**src/rtl/reg_pkg.sv**
```systemverilog
// Shared types and constants for the Register A read path.
package reg_pkg;

  typedef enum logic [1:0] {RD_IDLE, RD_WAIT, RD_HOLD} rd_state_t;

  localparam int unsigned DEFAULT_PIPE_DEPTH = 2;

endpackage

```
**src/rtl/reg_a_reader.sv**
```systemverilog
// Read-side companion to Register A: waits out the load-to-output latency, captures the settled
// value and returns it on a valid/ready response channel.
module reg_a_reader
  import reg_pkg::*;
#(
  parameter int unsigned DATA_WIDTH = 32,
  parameter int unsigned PIPE_DEPTH = DEFAULT_PIPE_DEPTH,
  parameter int unsigned CNT_WIDTH  = 16
) (
  input  logic                  clk,
  input  logic                  reset,
  input  logic                  req_valid,
  output logic                  req_ready,
  input  logic                  load_mon,
  input  logic [DATA_WIDTH-1:0] data_in,
  output logic                  rsp_valid,
  input  logic                  rsp_ready,
  output logic [DATA_WIDTH-1:0] rsp_data,
  output logic                  busy,
  output logic [CNT_WIDTH-1:0]  rd_count
);

  if (PIPE_DEPTH < 1 || PIPE_DEPTH > 15) begin : g_bad_depth
    $fatal(1, "reg_a_reader: PIPE_DEPTH must be within 1..15");
  end

  localparam logic [3:0] WaitInit = 4'(PIPE_DEPTH);

  rd_state_t             state_q, state_d;
  logic [3:0]            wait_cnt_q, wait_cnt_d;
  logic [DATA_WIDTH-1:0] rsp_data_q, rsp_data_d;
  logic [CNT_WIDTH-1:0]  rd_count_q, rd_count_d;

  always_ff @(posedge clk or posedge reset) begin
    if (reset) begin
      state_q    <= RD_IDLE;
      wait_cnt_q <= '0;
      rsp_data_q <= '0;
      rd_count_q <= '0;
    end else begin
      state_q    <= state_d;
      wait_cnt_q <= wait_cnt_d;
      rsp_data_q <= rsp_data_d;
      rd_count_q <= rd_count_d;
    end
  end

  always_comb begin
    state_d    = state_q;
    wait_cnt_d = wait_cnt_q;
    rsp_data_d = rsp_data_q;
    rd_count_d = rd_count_q;

    unique case (state_q)
      RD_IDLE: begin
        if (req_valid) begin
          state_d    = RD_WAIT;
          wait_cnt_d = WaitInit;
        end
      end
      RD_WAIT: begin
        // A fresh load restarts the settle window; it wins over a capture due this edge.
        if (load_mon) begin
          wait_cnt_d = WaitInit;
        end else if (wait_cnt_q == 4'd1) begin
          rsp_data_d = data_in;
          state_d    = RD_HOLD;
        end else begin
          wait_cnt_d = wait_cnt_q - 4'd1;
        end
      end
      RD_HOLD: begin
        if (rsp_ready) begin
          state_d    = RD_IDLE;
          rd_count_d = rd_count_q + CNT_WIDTH'(1);
        end
      end
      default: state_d = RD_IDLE;
    endcase
  end

  assign req_ready = (state_q == RD_IDLE);
  assign rsp_valid = (state_q == RD_HOLD);
  assign busy      = (state_q != RD_IDLE);
  assign rsp_data  = rsp_data_q;
  assign rd_count  = rd_count_q;

endmodule

```
**config.mk**
```make
export PLATFORM = sky130hd
export DESIGN_NAME = reg_a_reader
export DESIGN_NICKNAME = d
export VERILOG_FILES = /design/src/rtl/reg_pkg.sv /design/src/rtl/reg_a_reader.sv
export SDC_FILE = /design/constraint.sdc
export NUM_CORES = 1
export LEC_CHECK = 0
export ABC_AREA = 1
export CORE_MARGIN = 2
export CORE_UTILIZATION = 48
export CTS_CLUSTER_DIAMETER = 40
export CTS_CLUSTER_SIZE = 14
export DETAILED_ROUTE_END_ITERATION = 12
export PLACE_DENSITY = 0.88
export SYNTH_ARGS = -nofsm -noshare
export SYNTH_HDL_FRONTEND = slang
export SYNTH_SLANG_ARGS = --single-unit
```
**constraint.sdc**
```tcl
create_clock -name clk -period 3 [get_ports clk]
set_input_delay 0.45 -clock clk [delete_from_list [all_inputs] [get_ports clk]]
set_output_delay 0.45 -clock clk [all_outputs]
set_load 0.05 [all_outputs]
```
* Yosys cells after proc, flatten, opt, wreduce, memory -nomap -nowiden
Index checks and enable logic that the tools add are counted.
** Operators by class
- $add $sub $neg :: 2
- Equality and inequality tests :: 8
- Multiplexer cells :: 9
- Bitwise gates (word level) :: 1
- Reduce and logical (&&, ||, !) cells :: 7
** Operator list (count)
- adder 16 x 1 -> 16 bit, second input constant :: 1
- 2-to-1 mux 4 bit :: 3
- 2-to-1 mux 2 bit :: 4
- one-hot mux 4 bit (2 select lines) :: 1
- inequality test 2 bit, second input constant :: 3
- one-hot mux 2 bit (3 select lines) :: 1
- AND reduction 3 bit :: 2
- == test 4 x 1 -> 1 bit, second input constant :: 1
- AND reduction 4 bit :: 1
- nonzero test 2 bit :: 2
- subtractor 4 x 1 -> 4 bit, second input constant :: 1
- inequality test 3 bit, second input constant :: 1
- == test 2 x 1 -> 1 bit, second input constant :: 1
- == test 2 bit, second input constant :: 1
- zero test 2 bit :: 1
- inequality test 2 x 1 -> 1 bit, second input constant :: 1
- AND reduction 2 bit :: 1
- NOT 1 bit :: 1
** Word-level totals
- Register bits after elaboration :: 54
- Bits of input ports :: 37
- Logic and storage cells :: 31

* Longest topological paths before layout
Gate-level depths: netlist of run 1.
- Depth in word-level cells :: 4
- Gate-level depth with buffers :: 8
- Mapped depth without buffers :: 8

* Worst setup path after synthesis of run 1
No wires, ideal clock.
- Path kind :: register to register
- From :: register state_q[1]
- To :: register wait_cnt_q[0]
- Setup time :: 77 ps
- Arrival time :: 1678 ps
- Required time :: 2923 ps
- Path slack :: 1246 ps
- Stages on the path, launching flop included :: 8
- Buffers on the path :: 0
- Period minus slack after synthesis :: 1754 ps
- Cells stage by stage :: dfrtp_1 -> inv_2 -> nand2_1 -> inv_1 -> nand2_1 -> nand2_2 -> nand2_1 -> o21ai_1
** On the way
- Cells in the longest elaborated chain, start to end :: 3
- Elaborated cells on any way between the ends :: 7
- Those cells by class :: eq/ne (3); mux (1); reduce/logical (3)
** Ends and longest elaborated chain
- start: declaration :: line reg_a_reader.sv:29 : rd_state_t state_q, state_d;
- start signal: assignment :: line reg_a_reader.sv:41 : state_q <= state_d;
- zero test 2 bit (*)
- named net req_ready :: line reg_a_reader.sv:13 : output logic req_ready,
- inequality test 2 bit (no source line) or nonzero test 2 bit (tied branches)
- AND reduction 3 bit (no source line)
- end signal: assignment :: line reg_a_reader.sv:42 : wait_cnt_q <= wait_cnt_d;
- end: declaration :: line reg_a_reader.sv:30 : logic [3:0] wait_cnt_q, wait_cnt_d;
The timed path passes the listed nets; every way through them passes the cells marked *.
A chain may end at the register's enable or synchronous reset.

* Final worst setup path of run 1
- From :: register state_q[1]
- To :: output port req_ready
** On the way
- Cells in the longest elaborated chain, start to end :: 1
** Ends and longest elaborated chain
- zero test 2 bit :: line reg_a_reader.sv:82 : assign req_ready = (state_q == RD_IDLE);
- end: declaration :: line reg_a_reader.sv:13
No other way between the ends.

==> results.json, run 1 <==
{
  "status": "completed",
  "drc_errors": 0,
  "n_fill_cell": 386,
  "grt_pass1_vias": 2053,
  "grt_pass1_wl_um": 9000,
  "cts-htree-levels": 2,
  "power.density_mw_per_mm2": 1040,
  "viasPerCell": 4.68,
  "syn_area_mm2": 0.00239,
  "wl_met2_um": 2670,
  "synth_cell_types": 21,
  "slew_headroom_pct": 60.8,
  "yosysSeqAreaShare_pct": 56.5,
  "synth_top_area_share_pct": 56.5,
  "initial_utilization_pct": 50.3,
  "highest_layer": "met4",
  "synth_cells": 277,
  "cts_root_buffer": "clkbuf_8",
  "r2r_start": "wait_cnt_q[1]$_DFFE_PP0P_",
  "yosysMostFrequentCell": "nand2_1",
  "synth_edf_count": 0,
  "yosys_warnings": 0,
  "n_antenna_cell": 0,
  "skew_ns": 0.00453,
  "maxCapViolations": 0,
  "reg2reg_slack_ns": 1.47,
  "avgSynthCellArea_um2": 8.63,
  "maxSlewViolCount": 0,
  "num_vias": 2037,
  "grt_max_degree": 34,
  "async_reset_ff_share_pct": 100,
  "worstPathMaxFanout": 3,
  "detail_route.wl_per_cell_um": 12.0,
  "cts_tree": "built",
  "power_frac_comb_pct": 53.6,
  "max_slew.worst_pin.slew_ns": 0.587,
  "cts_buffer_depth": 2,
  "fp-row-count": 25,
  "post-dp-hpwl_um": 4000,
  "rsz0062_at_grt": "false",
  "start_kind": "register",
  "die_area_mm2": 0.00556,
  "drtPass1Iterations": 4,
  "placement.io_buffers": 87,
  "cp-end-kind": "output pin",
  "p_sw_share_pct": 48.0,
  "fin_crit_sh_pct": 75.2,
  "ys_ff_latch": 54,
  "synth_area_leaders": "dfrtp_1, nand2_1, inv_1, nor2_1, nand3_1",
  "ir_drop_v": 0.000671,
  "ctsHoldBuffers": 0,
  "netSwitchingPower_mw": 1.71,
  "finalSetupViolCount": 0,
  "power_frac_seq_pct": 32.8,
  "synth_nets": 317,
  "cp.arrival_ns": 1.81,
  "hold_start": "rsp_data[11]$_DFFE_PP0P_",
  "area_delta_synth_final_pct": 43.8,
  "wl_met1_um": 2250,
  "nets": 407,
  "hold_class": "reg -> reg",
  "min_period_ns": 2.26,
  "grt_usage_pct": 20.7,
  "io_pins": 88,
  "crit_start": "state_q[1]$_DFFE_PP0P_",
  "fmax_mhz": 443,
  "drt_wl_total_um": 5220,
  "ctsResizeCount": 0,
  "synth_area_leader_cell": "dfrtp_1",
  "place.gp.congestion": 0.861,
  "synthTopCellsByCount": "nand2_1, dfrtp_1, inv_1",
  "cts_setup_buffers": 0,
  "numCtsBuffers": 5,
  "die_h_um": 74.6,
  "yosys_most_used_dff": "dfrtp_1",
  "grt_overflow_total": 0,
  "hold-worst-slack_ns": 0.482,
  "final-hold-violation-count": 0,
  "antenna_found_initial": 0,
  "p_leak_nw": 1.72,
  "clk_pin_slew_ns": 0.09,
  "critical_path_class": "reg -> out",
  "ant_nets": 0,
  "core_area_mm2": 0.00475,
  "power.share.clock_pct": 13.5,
  "die_w_um": 74.6,
  "intPower_mw": 1.86,
  "setup_tns_ns": 0,
  "drive_gt1_share_pct": 6.79,
  "wl_met3_um": 281,
  "clock_latency_ns": 0.30,
  "required_ns": 2.55,
  "drtIter0Drc": 122,
  "cts_sinks": 54
}
## flip-flops by register name, indices dropped and copies added, names as in the netlist
name and count:
rsp_data 32, rd_count 16, wait_cnt_q 4, state_q 2
## layer usage
layer,vias up,GRT usage (%)
met3,2,4.88
met1,964,27.0
met4,0,4.17
met5,-,0
met2,53,35.7
li1,1018,-
## final timing paths
path,endpoint,cells past startpoint
min in group asynchronous,rsp_data[1]$_DFFE_PP0P_,2
worst max-delay path,req_ready,4
worst min-delay path,rsp_data[11]$_DFFE_PP0P_,2
worst max register to register,rsp_data[7]$_DFFE_PP0P_,7
worst min register to register,rsp_data[11]$_DFFE_PP0P_,2
max in group asynchronous,rsp_data[3]$_DFFE_PP0P_,3
## worst max-delay path, cell delays in order, from the launching register on
cell	delay [ns]
dfrtp_1	0.46
inv_2	0.10
nand2_1	0.08
inv_1	0.08
clkdlybuf4s50_1	0.80
## final cells by class
type | count | area [um2] | share of cell area [%]
clock inverters | 3 | 45.0 | 1.31
inverters | 25 | 93.8 | 2.73
clock buffers | 5 | 68.8 | 2.00
repair buffers | 89 | 898 | 26.1
well taps | 67 | 83.8 | 2.44
multi-input cells | 192 | 896 | 26.1
flip-flops and latches | 54 | 1350 | 39.3
## layout by cell type, fill, tap and decap left out, drive strengths merged
| cell | netlist | final |
|---|---|---|
| buf | 6 | 2 |
| bufinv | 0 | 1 |
| clkbuf | 0 | 5 |
| clkdlybuf4s50 | 0 | 87 |
| clkinvlp | 0 | 2 |
| dfrtp | 54 | 54 |
| ha | 3 | 3 |
| inv | 25 | 25 |
| nand2 | 132 | 132 |
| nand3 | 13 | 13 |
| nand4 | 3 | 3 |
| nor2 | 21 | 21 |
| nor3 | 2 | 2 |
| o21ai | 5 | 5 |
| o31ai | 1 | 1 |
| or2 | 1 | 1 |
| xnor2 | 5 | 5 |
| xor2 | 6 | 6 |
## power groups by stage
stage	clock network, mW	logic [mW]	registers [mW]
global placement	0	1.89	1.17
finish	0.484	1.92	1.17
floorplan	0	0.441	1.99
CTS	0.492	1.93	1.17
global route	0.517	2.04	1.20
detailed placement	0	1.93	1.18
## cells by family (layout without fill, tap and decap cells)
| kind of cell | count (synthesis) | in the layout | synth area share (%) |
|---|---|---|---|
| buffers and inverters | 31 | 122 | 5.97 |
| flip-flops | 54 | 54 | 56.5 |
| AND/OR/NAND/NOR | 172 | 172 | 30.5 |
| AO/OA/AOI/OAI | 6 | 6 | 1.36 |
| adder cells (fa/ha/maj) | 3 | 3 | 1.57 |
| XOR/XNOR | 11 | 11 | 4.03 |
## through the flow
| step | power [mW] | cell area (um2) | instances | worst slack (ns) | util [%] |
|---|---|---|---|---|---|
| global route | 3.76 | 3440 | 435 | 0.659 | 72.3 |
| CTS | 3.60 | 3440 | 435 | 0.727 | 72.3 |
| detailed placement | 3.11 | 3320 | 427 | 1.08 | 69.9 |
| finish | 3.57 | 3440 | 435 | 0.744 | 72.3 |
| floorplan | 2.43 | 2390 | 277 | 1.24 | - |
| global placement | 3.06 | 3320 | 427 | 1.10 | 69.9 |
Note: power is estimated with default switching activity, not from simulation.
==> run 2: changes to the inputs <==
--- a/config.mk
+++ b/config.mk
@@ -7,11 +7,11 @@
 export LEC_CHECK = 0
 export ABC_AREA = 1
 export CORE_MARGIN = 2
-export CORE_UTILIZATION = 48
+export CORE_UTILIZATION = 40
 export CTS_CLUSTER_DIAMETER = 40
 export CTS_CLUSTER_SIZE = 14
 export DETAILED_ROUTE_END_ITERATION = 12
-export PLACE_DENSITY = 0.88
+export PLACE_DENSITY = 0.78
 export SYNTH_ARGS = -nofsm -noshare
 export SYNTH_HDL_FRONTEND = slang
 export SYNTH_SLANG_ARGS = --single-unit
==> constraint.sdc (replaced) <==
create_clock -name clk -period 1.95 [get_ports clk]
set_input_delay 0.2925 -clock clk [delete_from_list [all_inputs] [get_ports clk]]
set_output_delay 0.2925 -clock clk [all_outputs]
set_load 0.05 [all_outputs]
==> results.json, run 2 (synthesis results as in run 1) <==
{
  "status": "completed",
  "fin_area_mm2": 0.00344,
  "slowest_stage": "clkdlybuf4s50_1",
  "hold-worst-slack_ns": 0.303,
  "clock_latency_ns": 0.30,
  "crit_start": "rd_count[12]$_DFFE_PP0P_",
  "ctsHoldBuffers": 0,
  "clk_pin_slew_ns": 0.09,
  "grt_usage_pct": 16.8,
  "grt_pass1_vias": 2007,
  "cts_tree": "built",
  "die_w_um": 81.3,
  "ant_nets": 0,
  "cp.arrival_ns": 1.58,
  "drtIter0Drc": 96,
  "grt_pass1_wl_um": 8700,
  "antenna_found_initial": 0,
  "drive_gt1_share_pct": 8.36,
  "maxSlewViolCount": 0,
  "crit_family": "buffers and inverters",
  "numCtsBuffers": 5,
  "cts_sinks": 54,
  "cp-end-kind": "output pin",
  "wl_met3_um": 212,
  "num_vias": 2039,
  "fin_crit_sh_pct": 96.1,
  "finalSetupViolCount": 0,
  "wl_met2_um": 2600,
  "r2r_start": "wait_cnt_q[1]$_DFFE_PP0P_",
  "dpl_cell_area_mm2": 0.00335,
  "critical_path_class": "reg -> out",
  "grt_overflow_total": 0,
  "layout.cells.non_filler": 446,
  "cts_setup_buffers": 0,
  "initial_utilization_pct": 40.8,
  "rsz0062_at_grt": "false",
  "viasPerCell": 4.57,
  "fp-row-count": 28,
  "min_period_ns": 1.87,
  "power.density_mw_per_mm2": 1550,
  "required_ns": 1.66,
  "slew_headroom_pct": 64.1,
  "p_leak_nw": 1.73,
  "skew_ns": 0.00436,
  "highest_layer": "met4",
  "detail_route.wl_per_cell_um": 11.4,
  "core_area_mm2": 0.00585,
  "placed_cells_incl_taps": 438,
  "die_area_mm2": 0.00661,
  "wl_met1_um": 2230,
  "n_fill_cell": 523,
  "start_kind": "register",
  "slowest_delay_ns": 0.84,
  "drtPass1Iterations": 4,
  "final_cell_mix": "nand2_1, clkdlybuf4s50_1, dfrtp_1",
  "largest_register_ffs": 32,
  "drc_errors": 0,
  "die_h_um": 81.3,
  "final-hold-violation-count": 0,
  "timing.critical_path.buf_inv": 1,
  "drt_wl_total_um": 5090,
  "grt_max_degree": 37,
  "cts_buffer_depth": 2,
  "fmax_mhz": 533,
  "cts_root_buffer": "clkbuf_8",
  "setup_tns_ns": 0,
  "ir_drop_v": 0.000928,
  "post-dp-hpwl_um": 3910,
  "final_common_cell": "nand2_1",
  "nets": 410,
  "place.gp.congestion": 0.801,
  "ctsResizeCount": 0,
  "placement.io_buffers": 87,
  "maxCapViolations": 0,
  "area_delta_synth_final_pct": 44.1,
  "final_util_pct": 58.9,
  "path_cells": "clkdlybuf4s50_1",
  "worstPathMaxFanout": 6,
  "io_pins": 88,
  "cts-htree-levels": 2,
  "n_antenna_cell": 0,
  "hold_class": "in -> async",
  "max_slew.worst_pin.slew_ns": 0.537
}
[run 2: changes by cell type in the layout (fill, tap and decap cells not counted), sizes merged]
cell / before / now
clkinvlp: 2 / 1
buf: 2 / 8
clkbuf: 5 / 6
clkdlybuf4s50: 87 / 84
clkinv: 0 / 1
bufinv: 1 / 0
[run 2: cell type report]
| cell class | count | area [um2] | area share (%) |
|---|---|---|---|
| well taps | 75 | 93.8 | 2.73 |
| clock inverters | 2 | 12.5 | 0.363 |
| inverters | 25 | 93.8 | 2.73 |
| multi-input cells | 192 | 896 | 26.0 |
| repair buffers | 92 | 913 | 26.5 |
| clock buffers | 6 | 82.6 | 2.40 |
| flip-flops and latches | 54 | 1350 | 39.2 |
[run 2: report_power, final]
part / internal [mW] / switching, mW / leakage [nW]
clock network: 0.286 / 0.339 / 0.0472
logic: 0.949 / 1.99 / 0.990
registers: 1.53 / 0.254 / 0.696
total: 2.77 / 2.58 / 1.73
[run 2: per-layer routing]
| layer | up-vias | track usage, % |
|---|---|---|
| li1 | 1025 | - |
| met2 | 43 | 29.0 |
| met3 | 5 | 3.89 |
| met1 | 966 | 21.2 |
| met4 | 0 | 4.58 |
| met5 | - | 0 |
[run 2: worst paths after layout]
| kind | to | slack (ns) | cells after the start |
|---|---|---|---|
| worst min register to register | rsp_data[29]$_DFFE_PP0P_ | 0.48 | 2 |
| min in group clk | rsp_data[29]$_DFFE_PP0P_ | 0.48 | 2 |
| worst min-delay path | rsp_data[5]$_DFFE_PP0P_ | 0.30 | 2 |
| worst max-delay path | rd_count[12] | 0.08 | 1 |
| max in group asynchronous | rsp_data[13]$_DFFE_PP0P_ | 1.11 | 3 |
| worst max register to register | wait_cnt_q[2]$_DFFE_PP0P_ | 0.56 | 7 |
[run 2: through the flow]
| step | worst slack [ns] | total power, mW |
|---|---|---|
| 4_1_cts | 0.0590 | 5.41 |
| 3_5_place_dp | 0.287 | 4.77 |
| 5_1_grt | 0.0110 | 5.68 |
| 2_1_floorplan | 0.196 | 3.73 |
| 3_3_place_gp | 0.357 | 4.70 |
| 6_report | 0.0755 | 5.35 |
==> run 3: changes to the inputs <==
--- a/config.mk
+++ b/config.mk
@@ -6,12 +6,14 @@
 export NUM_CORES = 1
 export LEC_CHECK = 0
 export ABC_AREA = 1
+export ABC_CLOCK_PERIOD_IN_PS = 1950
 export CORE_MARGIN = 2
 export CORE_UTILIZATION = 40
 export CTS_CLUSTER_DIAMETER = 40
 export CTS_CLUSTER_SIZE = 14
 export DETAILED_ROUTE_END_ITERATION = 12
 export PLACE_DENSITY = 0.78
+export RECOVER_POWER = 100
 export SYNTH_ARGS = -nofsm -noshare
 export SYNTH_HDL_FRONTEND = slang
 export SYNTH_SLANG_ARGS = --single-unit
==> results.json, run 3 (synthesis results as in run 1) <==
{
  "grt_pass1_wl_um": 8700,
  "start_kind": "register",
  "timing.critical_path.buf_inv": 1,
  "final_cell_mix": "nand2_1, dfrtp_1, clkdlybuf4s50_1",
  "viasPerCell": 4.59,
  "cts_tree": "built",
  "cts-htree-levels": 2,
  "r2r_cells": 6,
  "clock_latency_ns": 0.30,
  "drive_gt1_share_pct": 5.39,
  "fin_ws_ns": 0.0753,
  "r2r-end": "rd_count[10]$_DFFE_PP0P_",
  "cts_setup_buffers": 0,
  "detail_route.wl_per_cell_um": 11.3,
  "power.share.clock_pct": 12.1,
  "io_pins": 88,
  "largest_register_ffs": 32,
  "power_frac_seq_pct": 34.3,
  "hold_class": "reg -> reg",
  "die_w_um": 81.3,
  "grt_overflow_total": 0,
  "min_period_ns": 1.87,
  "r2r_start": "state_q[0]$_DFFE_PP0P_",
  "path_cells": "clkdlybuf4s50_1",
  "cts_root_buffer": "clkbuf_8",
  "final_common_cell": "nand2_1",
  "intPower_mw": 2.61,
  "slowest_stage": "clkdlybuf4s50_1",
  "core_area_mm2": 0.00585,
  "die_area_mm2": 0.00661,
  "rsz0062_at_grt": "false",
  "maxCapViolations": 0,
  "antenna_found_initial": 0,
  "die_h_um": 81.3,
  "grt_max_degree": 37,
  "num_vias": 2045,
  "skew_ns": 0.00463,
  "power_frac_comb_pct": 53.6,
  "status": "completed",
  "ir_drop_v": 0.000886,
  "required_ns": 1.66,
  "cp-end-kind": "output pin",
  "final_util_pct": 57.7,
  "drc_errors": 0,
  "crit_end": "rd_count[12]",
  "slowest_delay_ns": 0.84,
  "area_delta_synth_final_pct": 41.4,
  "power.density_mw_per_mm2": 1530,
  "initial_utilization_pct": 40.8,
  "grt_pass1_vias": 2007,
  "finalSetupViolCount": 0,
  "netSwitchingPower_mw": 2.54,
  "p_leak_nw": 1.78,
  "drtIter0Drc": 86,
  "numCtsBuffers": 5,
  "worstPathMaxFanout": 6,
  "post-dp-hpwl_um": 3910,
  "cp.arrival_ns": 1.58,
  "total_power_mw": 5.16,
  "maxSlewViolCount": 0,
  "cts_buffer_depth": 2,
  "crit_family": "buffers and inverters",
  "place.gp.congestion": 0.801,
  "cts_sinks": 54,
  "p_sw_share_pct": 49.3,
  "n_fill_cell": 535,
  "setup_tns_ns": 0,
  "fmax_mhz": 533,
  "drtPass1Iterations": 4,
  "fp-row-count": 28,
  "reg2reg_slack_ns": 0.23,
  "ant_nets": 0,
  "cp.depth": 1,
  "fin_crit_sh_pct": 96.1,
  "placement.io_buffers": 87,
  "ctsHoldBuffers": 0,
  "dp_slack_ns": 0.287,
  "hold-worst-slack_ns": 0.471,
  "crit_start": "rd_count[12]$_DFFE_PP0P_",
  "nets": 410,
  "critical_path_class": "reg -> out",
  "ctsResizeCount": 0,
  "max_slew.worst_pin.slew_ns": 0.704,
  "slew_headroom_pct": 53.0,
  "drt_wl_total_um": 5060,
  "clk_pin_slew_ns": 0.09,
  "final-hold-violation-count": 0,
  "n_antenna_cell": 0,
  "grt_usage_pct": 16.8
}
## run 3: changes by cell type in the layout (fill, tap and decap cells not counted), moves of 3 or more
cell	previous run	this run
clkbuf_2	0	3
o21ai_1	5	2
inv_2	5	2
o21ai_0	0	3
buf_4	7	2
dlygate4sd3_1	0	35
nor2_1	16	19
clkdlybuf4s50_1	84	49
## run 3: layer usage
| layer | global-route usage [%] | part of all wire, % |
|---|---|---|
| met1 | 21.2 | 44 |
| met2 | 29.0 | 51 |
| met3 | 3.89 | 4.4 |
| met4 | 4.58 | 0.71 |
| met5 | 0 | 0 |
## run 3: worst min path at each step
| stage | start | endpoint | cells past startpoint |
|---|---|---|---|
| 3_5_place_dp | rsp_data[29]$_DFFE_PP0P_ | rsp_data[29]$_DFFE_PP0P_ | 2 |
| 5_1_grt | rsp_data[12]$_DFFE_PP0P_ | rsp_data[12]$_DFFE_PP0P_ | 2 |
| 3_3_place_gp | rsp_data[28]$_DFFE_PP0P_ | rsp_data[28]$_DFFE_PP0P_ | 2 |
| 2_1_floorplan | rsp_ready | state_q[1]$_DFFE_PP0P_ | 1 |
| 4_1_cts | reset | rsp_data[5]$_DFFE_PP0P_ | 2 |
| 6_report | rsp_data[12]$_DFFE_PP0P_ | rsp_data[12]$_DFFE_PP0P_ | 2 |
## run 3: power groups by stage
stage                     sequential (mW)  combinational, mW  clock, mW
after floorplan                      3.06              0.678          0
after global routing                 1.83               2.96      0.705
after global placement               1.79               2.91          0
after detailed placement             1.81               2.97          0
final                                1.77               2.76      0.625
after CTS                            1.79               2.97      0.655
## run 3: metrics by stage
step,instances,area [um2]
2_1_floorplan,277,2390
3_3_place_gp,438,3350
3_5_place_dp,438,3350
4_1_cts,446,3440
5_1_grt,446,3380
6_report,446,3380
## run 3: tightest hold or removal path, stage by stage, from the launching register on
cell	delay [ns]
dfrtp_1	0.34
nand2_1	0.05
nand2_1	0.05
## run 3: cell type report
| class | count | area, um2 | share of cell area (%) |
|---|---|---|---|
| clock buffer | 6 | 82.6 | 2.44 |
| inverter | 25 | 93.8 | 2.78 |
| tap | 75 | 93.8 | 2.78 |
| multi-input combinational | 192 | 858 | 25.4 |
| clock inverter | 2 | 12.5 | 0.370 |
| timing repair buffer | 92 | 886 | 26.2 |
| sequential | 54 | 1350 | 40.0 |
